--- src/rtl/beta_cmp_stage.sv ---
// beta_cmp_stage
//   Execute-stage consumer placed directly after the adder/subtractor. It
//   captures the sum S and the Z/V/N flags, forms the final ALU result
//   (S pass-through or a BETA compare CMPEQ/CMPLT/CMPLE packed as a 0/1
//   word), and holds it with its destination tag in a 2-entry skid buffer
//   toward writeback. A sticky overflow flag tracks ADD/SUB overflow.
//
// Handshake: a transfer happens on a rising CLK edge where valid and ready
//   are both 1 (accept = IN_VALID & IN_READY, pop = OUT_VALID & OUT_READY).
//   IN_READY and OUT_VALID come from registered state only, so neither
//   depends combinationally on IN_VALID or OUT_READY. OUT_RESULT/OUT_RC
//   stay stable while OUT_VALID=1 and OUT_READY=0.
//
// Ports:
//   CLK, RESET      clock (rising edge), asynchronous active-high reset
//   S, Z, V, N      adder sum and flags
//   CFN             00 pass S, 01 CMPEQ, 10 CMPLT, 11 CMPLE
//   RC              destination tag travelling with the operation
//   IN_VALID/READY  upstream handshake
//   OUT_VALID/READY writeback handshake
//   OUT_RESULT/RC   head entry result and tag
//   STICKY_V, CLR_V sticky overflow flag and its synchronous clear
//   dbg_state       buffer occupancy state (00 EMPTY, 01 ONE, 10 TWO)

module beta_cmp_stage #(
  parameter int WIDTH = 32,
  parameter int TAG_W = 5
) (
  input  logic             CLK,
  input  logic             RESET,
  input  logic [WIDTH-1:0] S,
  input  logic             Z,
  input  logic             V,
  input  logic             N,
  input  logic [1:0]       CFN,
  input  logic [TAG_W-1:0] RC,
  input  logic             IN_VALID,
  output logic             IN_READY,
  output logic             OUT_VALID,
  input  logic             OUT_READY,
  output logic [WIDTH-1:0] OUT_RESULT,
  output logic [TAG_W-1:0] OUT_RC,
  output logic             STICKY_V,
  input  logic             CLR_V,
  output logic [1:0]       dbg_state
);

  localparam logic [1:0] ST_EMPTY = 2'b00;
  localparam logic [1:0] ST_ONE   = 2'b01;
  localparam logic [1:0] ST_TWO   = 2'b10;

  localparam logic [1:0] CFN_PASS  = 2'b00;
  localparam logic [1:0] CFN_CMPEQ = 2'b01;
  localparam logic [1:0] CFN_CMPLT = 2'b10;
  localparam logic [1:0] CFN_CMPLE = 2'b11;

  logic [1:0]       state;
  logic [WIDTH-1:0] head_result;
  logic [TAG_W-1:0] head_rc;
  logic [WIDTH-1:0] skid_result;
  logic [TAG_W-1:0] skid_rc;
  logic             sticky;

  logic [WIDTH-1:0] new_result;
  logic             accept;
  logic             pop;
  logic             lt;

  assign IN_READY   = (state != ST_TWO);
  assign OUT_VALID  = (state != ST_EMPTY);
  assign OUT_RESULT = head_result;
  assign OUT_RC     = head_rc;
  assign STICKY_V   = sticky;
  assign dbg_state  = state;

  assign accept = IN_VALID & IN_READY;
  assign pop    = OUT_VALID & OUT_READY;

  // Signed less-than from the subtract flags: negative result unless the
  // subtraction overflowed.
  assign lt = N ^ V;

  always_comb begin
    new_result = '0;
    case (CFN)
      CFN_PASS:  new_result = S;
      CFN_CMPEQ: new_result[0] = Z;
      CFN_CMPLT: new_result[0] = lt;
      CFN_CMPLE: new_result[0] = Z | lt;
      default:   new_result = '0;
    endcase
  end

  always_ff @(posedge CLK or posedge RESET) begin
    if (RESET) begin
      state       <= ST_EMPTY;
      head_result <= '0;
      head_rc     <= '0;
      skid_result <= '0;
      skid_rc     <= '0;
    end else begin
      case (state)
        ST_EMPTY: begin
          if (accept) begin
            head_result <= new_result;
            head_rc     <= RC;
            state       <= ST_ONE;
          end
        end
        ST_ONE: begin
          if (accept && pop) begin
            // Head leaves and the new entry replaces it in the same edge.
            head_result <= new_result;
            head_rc     <= RC;
          end else if (accept) begin
            skid_result <= new_result;
            skid_rc     <= RC;
            state       <= ST_TWO;
          end else if (pop) begin
            state <= ST_EMPTY;
          end
        end
        ST_TWO: begin
          // IN_READY is low here, so only a pop can change anything.
          if (pop) begin
            head_result <= skid_result;
            head_rc     <= skid_rc;
            state       <= ST_ONE;
          end
        end
        default: state <= ST_EMPTY;
      endcase
    end
  end

  // Set has priority over clear so an overflow in the clearing cycle is
  // not lost. Compares never touch the flag.
  always_ff @(posedge CLK or posedge RESET) begin
    if (RESET) begin
      sticky <= 1'b0;
    end else if (accept && (CFN == CFN_PASS) && V) begin
      sticky <= 1'b1;
    end else if (CLR_V) begin
      sticky <= 1'b0;
    end
  end

endmodule

--- config.mk ---
export PLATFORM = sky130hd
export DESIGN_NAME = beta_cmp_stage
export DESIGN_NICKNAME = d
export VERILOG_FILES = /design/src/rtl/beta_cmp_stage.sv
export SDC_FILE = /design/constraint.sdc
export NUM_CORES = 1
export LEC_CHECK = 0
export ABC_AREA = 1
export CORE_MARGIN = 5
export CORE_UTILIZATION = 40
export DETAILED_ROUTE_END_ITERATION = 7
export PLACE_DENSITY = 0.67
export SLEW_MARGIN = 40
export SYNTH_ARGS = -nofsm -noshare
export SYNTH_HDL_FRONTEND = slang
export SYNTH_SLANG_ARGS = --single-unit
--- constraint.sdc ---
create_clock -name CLK -period 4.1 [get_ports CLK]
set_input_delay 0.41 -clock CLK [delete_from_list [all_inputs] [get_ports CLK]]
set_output_delay 0.41 -clock CLK [all_outputs]
set_load 0.02 [all_outputs]
==> results.py <==
metrics = {
    "sta": {
        "fin_setup_tns_ns": 0,
        "fin_skew_ns": 0.00968,
        "drv_slew": 0,
        "fin_crit_sh_pct": 48.7,
        "hold_viol": 0,
        "max_freq_mhz": 501,
        "tightestPinTransition_ns": 0.690,
        "period_needed_ns": 2.00,
        "setup_viol": 0,
        "maxSlewHeadroom_pct": 54.0,
        "rsz0062_at_grt": "no",
    },
    "yosys": {
        "yosysUniqueCellTypes": 21,
        "synth_top_family_by_area": "simple AND/OR/NAND/NOR gates",
        "synth_cells": 491,
        "mappedNetlistArea_mm2": 0.00373,
        "synth-xor-area-share_pct": 0.235,
        "muxShareOfSynthArea_pct": 0,
        "synth-simple-area-share_pct": 24.5,
        "yosys_warnings": 0,
        "synth_compound_area_share_pct": 10.1,
        "synth_nets": 538,
        "yosysSeqAreaShare_pct": 51.7,
        "synth_fa_ha_area_share_pct": 0,
        "syn_area_per_cell_um2": 7.59,
        "synth_seq_cells": 77,
    },
    "finish": {
        "final_area_mm2": 0.00482,
        "antennaDiodeCount": 0,
        "post-route-util_pct": 52.7,
        "fillCellCount": 894,
        "nNetsFinal": 614,
        "layout_common_cells": "191 x nand2_1, 88 x clkdlybuf4s50_1, 77 x dfrtp_1, 71 x inv_1, 47 x o21ai_1",
        "final_common_cell": "nand2_1",
        "drive_gt1_share_pct": 5.07,
        "area_delta_synth_final_pct": 29.4,
    },
    "pwr": {
        "power_density_mw_per_mm2": 684,
        "peakVddDrop_v": 0.000324,
        "p_leak_nw": 2.41,
        "p_total_mw": 3.30,
    },
    "status": {
        "outcome": "completed",
    },
    "clocking": {
        "htree_levels": 3,
        "clk_pin_slew_worst_paths_ns": 0.08,
        "cts_num_sinks": 77,
        "root_buffer": "clkbuf_8",
        "ctsHoldBuffers": 0,
        "cts_buffers": 9,
        "tritoncts": "done",
        "cts_buffer_depth": 2,
        "clkLatencyLatePin_ns": 0.36,
        "postCtsResizedCells": 0,
        "cts_setup_buffers": 0,
    },
    "global_route": {
        "first_global_vias": 3081,
        "grt_max_degree": 76,
        "grtUsageTotal_pct": 16.3,
        "overflow": 0,
        "antenna_found_initial": 0,
        "grt_pass1_wl_um": 14800,
    },
    "route": {
        "wl_per_cell_um": 12.7,
        "drtIter0Drc": 189,
        "wl_um": 8690,
        "postRouteAntennaNets": 0,
        "vias_per_cell": 4.68,
        "vias": 3194,
        "drt-pass1-iter-count": 4,
        "drc": 0,
    },
    "floorplan": {
        "ios": 89,
        "dieArea_mm2": 0.0113,
        "core_mm2": 0.00915,
        "rows": 35,
        "die_w_um": 107,
        "initial_utilization_pct": 40.7,
        "die_height_um": 107,
    },
    "critical_path": {
        "r2r_cells": 8,
        "critPathLaunchType": "flop",
        "crit_type": "flop to primary output",
        "crit_required_ns": 3.69,
        "cp_max_fo": 5,
        "end_kind": "primary output",
        "worst_ep_arrival_time_ns": 1.59,
    },
    "place": {
        "hpwl_um": 5590,
        "place_area_mm2": 0.00456,
        "port_buffers": 88,
        "gp_congestion": 0.754,
    },
    "flow_run": {
        "drv_cap": 0,
    },
    "hold_path": {
        "min_path_type": "input port to async pin",
    },
}
==> critical path, cell delays in order (launching register included) <==
cell             delay [ns]
dfrtp_1                0.44
inv_2                  0.08
nand2_2                0.10
clkdlybuf4s50_1        0.62
==> area by class of cell <==
cell class | count | area (µm²) | area share (%)
Clock buffer | 13 | 169 | 3.50
Clock inverter | 3 | 90.1 | 1.87
Inverter | 78 | 303 | 6.28
Multi-Input combinational cell | 311 | 1300 | 26.9
Sequential cell | 77 | 1930 | 40.0
Tap cell | 111 | 139 | 2.88
Timing Repair Buffer | 90 | 896 | 18.6
==> cell families (layout without fill, tap and decap cells) <==
logic type,after synthesis,in the layout
AO/OA/AOI/OAI,75,75
XOR/XNOR,1,1
buffers and inverters,103,184
flip-flops,77,77
AND/OR/NAND/NOR,235,235
==> sequential cells by signal, summed over array words and instances (netlist names) <==
signal,count
OUT_RESULT,32
skid_result,32
OUT_RC,5
skid_rc,5
dbg_state,2
STICKY_V,1
==> final timing paths <==
check / start / end / slack, ns
setup / recovery: dbg_state[0]$_DFFE_PP0P_ / IN_READY / 2.10
hold / removal: RESET / skid_result[16]$_DFFE_PP0P_ / 0.44
setup reg to reg: dbg_state[1]$_DFFE_PP0P_ / OUT_RESULT[28]$_DFFE_PP0P_ / 2.37
hold reg to reg: OUT_RESULT[13]$_DFFE_PP0P_ / OUT_RESULT[13]$_DFFE_PP0P_ / 0.48
max in group asynchronous: RESET / OUT_RESULT[29]$_DFFE_PP0P_ / 2.96
min in group CLK: OUT_RESULT[13]$_DFFE_PP0P_ / OUT_RESULT[13]$_DFFE_PP0P_ / 0.48
==> per-layer routing <==
layer / track usage, % / share of wire [%] / vias to the layer above
li1: - / - / 1629
met1: 23.1 / 49 / 1466
met2: 24.3 / 44 / 88
met3: 4.13 / 5.8 / 11
met4: 5.66 / 1.2 / 0
met5: 0 / 0 / -
==> cell usage after synthesis (all sizes together) <==
cell / instances / share of area [%]
clkbuf: 3 / 0.30
nand2: 193 / 20
nand4: 2 / 0.34
o21ai: 74 / 9.9
nand3: 4 / 0.67
a22oi: 1 / 0.20
nor2: 36 / 3.8
inv: 78 / 8.0
xor2: 1 / 0.24
dfrtp: 77 / 52
buf: 22 / 5.2
==> power by group <==
part	internal [mW]	total [mW]	switching, mW
Combinational	0.531	1.32	0.793
Sequential	1.08	1.24	0.167
Clock	0.455	0.730	0.275
Total	2.06	3.30	1.23
==> metrics by stage <==
stage               instances  setup WS (ns)  hold WS [ns]
global placement          667           1.97         0.467
global route              683           2.03         0.494
floorplan                 491           1.72         0.448
finish                    683           2.10         0.444
CTS                       683           2.10         0.456
detailed placement        667           1.92         0.469
(Power assumes the default switching activity.)
